==> src/rtl/spi_adc_pkg.sv <==
// Shared constants and types for the SPI ADC128S-style responder.
//   CH_W        : width of the channel field in a command frame
//   CMD_CH_MSB/ : bit positions of the channel field inside the received frame
//   CMD_CH_LSB
//   RESP_PAD_W  : number of bits above the conversion result in a response word
//   spi_st_t    : responder FSM state
package spi_adc_pkg;

    localparam int unsigned CH_W       = 3;
    localparam int unsigned CMD_CH_MSB = 13;
    localparam int unsigned CMD_CH_LSB = 11;
    localparam int unsigned RESP_PAD_W = 4;

    typedef enum logic {
        IDLE,
        SHIFT
    } spi_st_t;

endpackage

==> src/rtl/spi_adc_responder_if.sv <==
// SPI link between the A2D master and the ADC responder.
//   SS_n : slave select, active low (master -> slave)
//   SCLK : serial clock, idles high (master -> slave)
//   MOSI : command bits (master -> slave)
//   MISO : response bits (slave -> master)
interface spi_adc_responder_if;

    logic SS_n;
    logic SCLK;
    logic MOSI;
    logic MISO;

    modport master (
        output SS_n,
        output SCLK,
        output MOSI,
        input  MISO
    );

    modport slave (
        input  SS_n,
        input  SCLK,
        input  MOSI,
        output MISO
    );

endinterface

==> src/rtl/sync_edge_det.sv <==
// Two-flop synchroniser plus a history flop for an asynchronous input.
//   clk   : system clock
//   rst   : asynchronous active-high reset
//   din   : asynchronous input
//   level : synchronised level
//   rise  : one-clk pulse on a synchronised 0->1 transition
//   fall  : one-clk pulse on a synchronised 1->0 transition
// RST_VAL should match the idle level of the pin so that reset release does
// not fabricate an edge.
module sync_edge_det #(
    parameter logic RST_VAL = 1'b0
) (
    input  logic clk,
    input  logic rst,
    input  logic din,
    output logic level,
    output logic rise,
    output logic fall
);

    // [0],[1] synchroniser, [2] history
    logic [2:0] sr_q;

    always_ff @(posedge clk or posedge rst) begin
        if (rst) begin
            sr_q <= {3{RST_VAL}};
        end else begin
            sr_q <= {sr_q[1:0], din};
        end
    end

    assign level = sr_q[1];
    assign rise  = sr_q[1] & ~sr_q[2];
    assign fall  = ~sr_q[1] & sr_q[2];

endmodule

==> src/rtl/spi_adc_responder.sv <==
// SPI responder mimicking an ADC128S 8-channel 12-bit converter.
// Each 16-bit frame returns the value of the channel addressed by the previous
// complete frame, taken from the parallel ch_data bus at the start of the frame.
//   clk      : system clock
//   rst      : asynchronous active-high reset
//   spi      : SPI link (slave modport)
//   ch_data  : packed channel values, channel n at [n*DATA_W +: DATA_W]
//   cmd_vld  : one-clk pulse when a complete frame ends
//   cmd_chan : channel decoded from the last complete frame
//   frm_err  : one-clk pulse when a frame ends short of FRAME_BITS SCLK rises
// Build option ADC_CHAN_TAG_EN: response bits [15:12] carry {1'b1, channel}
// instead of zeros.
module spi_adc_responder
    import spi_adc_pkg::*;
#(
    parameter int unsigned NUM_CH     = 8,
    parameter int unsigned DATA_W     = 12,
    parameter int unsigned FRAME_BITS = 16
) (
    input  logic                     clk,
    input  logic                     rst,
    spi_adc_responder_if.slave       spi,
    input  logic [NUM_CH*DATA_W-1:0] ch_data,
    output logic                     cmd_vld,
    output logic [CH_W-1:0]          cmd_chan,
    output logic                     frm_err
);

    localparam logic [4:0] FRAME_CNT = 5'(FRAME_BITS);

    logic ss_lvl, ss_rise, ss_fall;
    logic sclk_lvl, sclk_rise, sclk_fall;
    logic unused_lvl;

    // Both pins idle high, so their synchronisers reset high.
    sync_edge_det #(.RST_VAL(1'b1)) u_ss_sync (
        .clk   (clk),
        .rst   (rst),
        .din   (spi.SS_n),
        .level (ss_lvl),
        .rise  (ss_rise),
        .fall  (ss_fall)
    );

    sync_edge_det #(.RST_VAL(1'b1)) u_sclk_sync (
        .clk   (clk),
        .rst   (rst),
        .din   (spi.SCLK),
        .level (sclk_lvl),
        .rise  (sclk_rise),
        .fall  (sclk_fall)
    );

    assign unused_lvl = ss_lvl ^ sclk_lvl;

    // MOSI needs only its level, delayed to line up with the SCLK edge pulses.
    logic [1:0] mosi_sr_q;
    logic       mosi_sync;

    always_ff @(posedge clk or posedge rst) begin
        if (rst) begin
            mosi_sr_q <= '0;
        end else begin
            mosi_sr_q <= {mosi_sr_q[0], spi.MOSI};
        end
    end

    assign mosi_sync = mosi_sr_q[1];

    // Response word for the channel chosen by the previous complete frame.
    logic [DATA_W-1:0]     ch_sel;
    logic [RESP_PAD_W-1:0] resp_pad;
    logic [FRAME_BITS-1:0] resp_word;

    always_comb begin
        ch_sel = ch_data[cmd_chan*DATA_W +: DATA_W];
`ifdef ADC_CHAN_TAG_EN
        resp_pad = {1'b1, cmd_chan};
`else
        resp_pad = '0;
`endif
        resp_word = {resp_pad, ch_sel};
    end

    spi_st_t               state_q, state_d;
    logic [4:0]            bit_cnt_q, bit_cnt_d;
    logic [FRAME_BITS-1:0] rx_shr_q, rx_shr_d;
    logic [FRAME_BITS-1:0] tx_shr_q, tx_shr_d;
    logic [CH_W-1:0]       cmd_chan_q, cmd_chan_d;
    logic                  cmd_vld_q, cmd_vld_d;
    logic                  frm_err_q, frm_err_d;

    always_comb begin
        state_d    = state_q;
        bit_cnt_d  = bit_cnt_q;
        rx_shr_d   = rx_shr_q;
        tx_shr_d   = tx_shr_q;
        cmd_chan_d = cmd_chan_q;
        cmd_vld_d  = 1'b0;
        frm_err_d  = 1'b0;

        unique case (state_q)
            IDLE: begin
                if (ss_fall) begin
                    state_d   = SHIFT;
                    bit_cnt_d = '0;
                    tx_shr_d  = resp_word;
                end
            end
            SHIFT: begin
                if (sclk_rise) begin
                    rx_shr_d = {rx_shr_q[FRAME_BITS-2:0], mosi_sync};
                    if (bit_cnt_q != FRAME_CNT) begin
                        bit_cnt_d = bit_cnt_q + 5'd1;
                    end
                end
                // No shift before the first rise: the MSB must be held for it.
                if (sclk_fall && (bit_cnt_q != '0)) begin
                    tx_shr_d = {tx_shr_q[FRAME_BITS-2:0], 1'b0};
                end
                // Frame end sees the effect of a coincident SCLK rise.
                if (ss_rise) begin
                    state_d = IDLE;
                    if (bit_cnt_d == FRAME_CNT) begin
                        cmd_chan_d = rx_shr_d[CMD_CH_MSB:CMD_CH_LSB];
                        cmd_vld_d  = 1'b1;
                    end else begin
                        frm_err_d = 1'b1;
                    end
                end
            end
            default: state_d = IDLE;
        endcase
    end

    always_ff @(posedge clk or posedge rst) begin
        if (rst) begin
            state_q    <= IDLE;
            bit_cnt_q  <= '0;
            rx_shr_q   <= '0;
            tx_shr_q   <= '0;
            cmd_chan_q <= '0;
            cmd_vld_q  <= 1'b0;
            frm_err_q  <= 1'b0;
        end else begin
            state_q    <= state_d;
            bit_cnt_q  <= bit_cnt_d;
            rx_shr_q   <= rx_shr_d;
            tx_shr_q   <= tx_shr_d;
            cmd_chan_q <= cmd_chan_d;
            cmd_vld_q  <= cmd_vld_d;
            frm_err_q  <= frm_err_d;
        end
    end

    assign spi.MISO = (state_q == SHIFT) ? tx_shr_q[FRAME_BITS-1] : 1'b0;
    assign cmd_chan = cmd_chan_q;
    assign cmd_vld  = cmd_vld_q;
    assign frm_err  = frm_err_q;

endmodule
==> src/flat_wrapper.sv <==
// flat-port wrapper written by rule: the top's interface ports become plain ports
module spi_adc_responder_flat import spi_adc_pkg::*;
#(
    parameter int unsigned NUM_CH     = 8,
    parameter int unsigned DATA_W     = 12,
    parameter int unsigned FRAME_BITS = 16
)
  (clk, rst, ch_data, cmd_vld, cmd_chan, frm_err, spi_SS_n, spi_SCLK, spi_MOSI, spi_MISO);
  spi_adc_responder_if spi_i ();
  input  logic clk;
  input  logic rst;
  input  logic [NUM_CH*DATA_W-1:0] ch_data;
  output logic cmd_vld;
  output logic [CH_W-1:0] cmd_chan;
  output logic frm_err;
  input wire logic [$bits(spi_i.SS_n)-1:0] spi_SS_n;
  input wire logic [$bits(spi_i.SCLK)-1:0] spi_SCLK;
  input wire logic [$bits(spi_i.MOSI)-1:0] spi_MOSI;
  output wire logic [$bits(spi_i.MISO)-1:0] spi_MISO;
  assign spi_i.SS_n = spi_SS_n;
  assign spi_i.SCLK = spi_SCLK;
  assign spi_i.MOSI = spi_MOSI;
  assign spi_MISO = spi_i.MISO;
  spi_adc_responder #(.NUM_CH(NUM_CH), .DATA_W(DATA_W), .FRAME_BITS(FRAME_BITS)) u_core (.clk(clk), .rst(rst), .spi(spi_i), .ch_data(ch_data), .cmd_vld(cmd_vld), .cmd_chan(cmd_chan), .frm_err(frm_err));
endmodule
==> config.mk <==
export PLATFORM = sky130hd
export DESIGN_NAME = spi_adc_responder_flat
export DESIGN_NICKNAME = d
export VERILOG_FILES = /design/src/rtl/spi_adc_pkg.sv /design/src/rtl/spi_adc_responder_if.sv /design/src/rtl/sync_edge_det.sv /design/src/rtl/spi_adc_responder.sv /design/src/flat_wrapper.sv
export SDC_FILE = /design/constraint.sdc
export NUM_CORES = 1
export LEC_CHECK = 0
export ABC_AREA = 1
export BUFFER_PORTS_ARGS = -buffer_cell sky130_fd_sc_hd__buf_2
export CORE_ASPECT_RATIO = 1.5
export CORE_MARGIN = 5
export CORE_UTILIZATION = 35
export DETAILED_ROUTE_END_ITERATION = 8
export GPL_TIMING_DRIVEN = 0
export PLACE_DENSITY_LB_ADDON = 0.3
export SYNTH_ARGS = -nofsm -noshare
export SYNTH_HDL_FRONTEND = slang
export SYNTH_SLANG_ARGS = --single-unit
==> constraint.sdc <==
create_clock -name clk -period 1.4 [get_ports clk]
set_input_delay 0.07 -clock clk [delete_from_list [all_inputs] [get_ports clk]]
set_output_delay 0.07 -clock clk [all_outputs]
set_load 0.005 [all_outputs]
==> results.ini <==
[run]
maxCapViolations = 0

[grt]
global_route.overflow_total = 0
maximum_number_of_pins_on_one_net_before_global_route_repair = 30
first_pass_grt_wire_length_um = 15000
vias_in_the_first_global_route = 3223
grt_antenna_before_repair = 0
gr-usage-all-layers_pct = 18.0

[logic_synthesis]
synth_top_cell_area_share_pct = 36.4
ys_async_rst_share_pct = 100
syn_inst = 417
netlist_top_cells_area = sky130_fd_sc_hd__dfrtp_1 36%, sky130_fd_sc_hd__nand2_1 12%, sky130_fd_sc_hd__nor2_1 10%, sky130_fd_sc_hd__o21ai_0 8.8%, sky130_fd_sc_hd__o22ai_1 5.5%
syn_area_um2 = 2960
synth_ff_type = sky130_fd_sc_hd__dfrtp_1
syn_area_per_cell_um2 = 7.09
synthesis.nets = 520
synth-seq-area-share_pct = 41.7
synth_top_area_cell = sky130_fd_sc_hd__dfrtp_1
synth.most_common_cell = sky130_fd_sc_hd__nand2_1
synth_enable_flop_cells = 0
yosys_register_bits = 49
post_synth_num_cell_types = 29
synth.yosys.warnings = 0
netlist_top_cells_count = 94 x sky130_fd_sc_hd__nand2_1, 80 x sky130_fd_sc_hd__nor2_1, 52 x sky130_fd_sc_hd__o21ai_0

[sta]
timing.max_slew.rel_slack_pct = 68.3
worst_hold_slack_ps = 256
worst_clock_skew_ps = 4.91
final-hold-violation-count = 0
worstMarginPinSlew_ps = 474
fin_crit_ps = 1510
clock.fmax_mhz = 661
setup-violations-final = 20
timing_max_transition_violations_final = 0
postLayoutSetupSlackWorst_ps = -113
fraction_of_the_cycle_the_final_worst_path_needs_pct = 108
unrepaired_setup_endpoints_after_global_routing = yes

[final_layout]
drive_above_1_share_pct = 36.7
design.final.nets = 647
finish.utilization_pct = 49.4
filler_cell_count = 839
insertedDiodeCount = 0
area_growth_syn_to_layout_pct = 39.0

[cts]
cts_max_path_buffers = 2
tritoncts_clock_tree = done
path_clk_slew_ps = 70
clock_tree.root_cell = sky130_fd_sc_hd__clkbuf_16
numCtsBuffers = 5
clk_latency_worst_skew_pair_ps = 290
clock_tree.htree_level_count = 2
clock_sink_count = 49

[drt]
detail_route.drc_violations = 0
drt_pass_1_iters = 4
num_vias = 3226
avgRoutedWirePerCell_um = 14.6
post_drt_via_cell_ratio = 4.95
detail-route-antenna-nets = 0
postRouteWirelength_um = 9520
drt_first_iter_violations = 120

[setup_path]
critPathArrivalTime_ps = 1690
startpoint = u_core.bit_cnt_q[0]$_DFFE_PP0P_
critical_path.max_stage_delay_ps = 430
worst_r2r_startpoint = u_core.bit_cnt_q[0]$_DFFE_PP0P_
timing_worst_setup_path_type = reg -> reg
flop_to_flop_setup_slack_ps = -110
critical_path.endpoint_type = flop
cp_data_required_time_ps = 1580
critical-path-slowest-cell = sky130_fd_sc_hd__dfrtp_1
path_cells = inv_2, ha_4, nand3_4, nand3_2, nand3_2, nor2_4, nand3_4, nand2_1, nand2_1
crit_fanout = 5
start_kind = flop

[worst_hold_path]
timing.hold.worst.class = in -> reg
hold_start = ch_data[60]

[floorplanning]
floorplan.rows = 41
die_height_um = 123
floorplan.initialDensity_pct = 35.6
core_um2 = 8310
die_x_um = 85.0
boundaryPins = 107
floorplan.die_area_um2 = 10400

[place]
detailedPlacementHpwl_um = 7380
routabilityCongestion = 0.915
io_buffers = 106

[outcome]
status = complete, but fails checks
failed_checks = setup timing

[pwr]
irDropWorstVdd_mv = 0.789
power_density_nw_per_um2 = 1030
power_leakage_uw = 0.00210

## path summary, 6_finish.rpt
kind,end,cells after the start
max in group asynchronous,u_core.u_ss_sync.sr_q[2]$_DFF_PP1_,4
worst max register to register,u_core.cmd_chan[1]$_DFFE_PP0P_,9
worst min register to register,u_core.mosi_sr_q[1]$_DFF_PP0_,0
min in group asynchronous,u_core.tx_shr_q[14]$_DFFE_PP0P_,3
worst max-delay path,u_core.cmd_chan[1]$_DFFE_PP0P_,9
worst min-delay path,u_core.tx_shr_q[0]$_DFFE_PP0P_,5
## flip-flops by register name, indices dropped and copies added, names as in the netlist
signal	cells
u_core.bit_cnt_q	5
u_core.cmd_chan	3
u_core.cmd_vld	1
u_core.frm_err	1
u_core.mosi_sr_q	2
u_core.rx_shr_q	14
u_core.state_q	1
u_core.tx_shr_q	16
u_core.u_sclk_sync.sr_q	3
u_core.u_ss_sync.sr_q	3
## placed cells by master (no fill, tap or decap), drive strengths merged
cell / Yosys / layout
o22ai: 26 / 26
o211ai: 1 / 1
dlygate4sd3: 0 / 4
nand2: 98 / 98
inv: 30 / 31
nor3: 1 / 1
clkbuf: 7 / 14
clkinv: 1 / 2
a21boi: 1 / 1
nor2: 82 / 82
nand4: 3 / 3
o221ai: 1 / 1
ha: 2 / 2
dfstp: 6 / 6
buf: 17 / 132
nand3: 21 / 21
a21oi: 9 / 9
dfrtp: 43 / 43
o21ai: 68 / 68
## repair_timing
item                                   4_1_cts  5_1_grt
endpoints found under the hold margin       20        0
cloned                                       1        0
gates resized for setup                     42       20
hold buffers                                 4        0
setup buffers                                6        2
setup endpoints to repair                   28       37
pin swaps                                   10       17
## through the flow
step                std cells  setup slack [ps]  cell area, um^2  TNS, ps  power, uW
floorplan                 417              3.42             2990        0       2550
global placement          630              -441             3650   -22960       2850
detailed placement        631              -370             3670    -4150       2890
CTS                       650             -87.8             4050     -954       4220
global route              652              -196             4110    -2930       4510
finish                    652              -113             4110    -1310       4240
## cells by family (layout without fill, tap and decap cells)
logic type / after synthesis / count (layout) / share of synthesized area (%)
adder cells (fa/ha/maj): 2 / 2 / 0.847
AND/OR/NAND/NOR: 205 / 205 / 29.2
flip-flops: 49 / 49 / 41.7
buffers and inverters: 55 / 183 / 8.47
AO/OA/AOI/OAI: 106 / 106 / 19.7
## power breakdown
part	internal [uW]	switching, uW	total (uW)
Combinational	497	609	1110
Sequential	1740	157	1890
Clock	720	523	1240
Total	2950	1290	4240
## final cells by class
type | count | area (um^2) | share of cell area, %
multi-input cells | 313 | 1600 | 38.9
flip-flops and latches | 49 | 1240 | 30.1
repair buffers | 120 | 666 | 16.2
plain buffers | 24 | 191 | 4.66
clock buffers | 6 | 139 | 3.38
well taps | 107 | 134 | 3.26
inverters | 31 | 126 | 3.08
clock inverters | 2 | 17.5 | 0.426
## layer usage
| layer | part of all wire [%] | track usage, % | vias up |
|---|---|---|---|
| met1 | 37 | 18.4 | 1469 |
| met3 | 6.5 | 3.69 | 23 |
| met2 | 53 | 34.0 | 108 |
| met5 | 0 | 0 | - |
| met4 | 3.6 | 8.71 | 0 |
| li1 | - | - | 1626 |
## worst max-delay path: cells and delay by family, from the launching register on
family                   cells  cell delay [ps]
AND/OR/NAND/NOR              7              700
flip-flops                   1              430
adder cells (fa/ha/maj)      1              170
buffers and inverters        1              100
(Power assumes the default switching activity.)
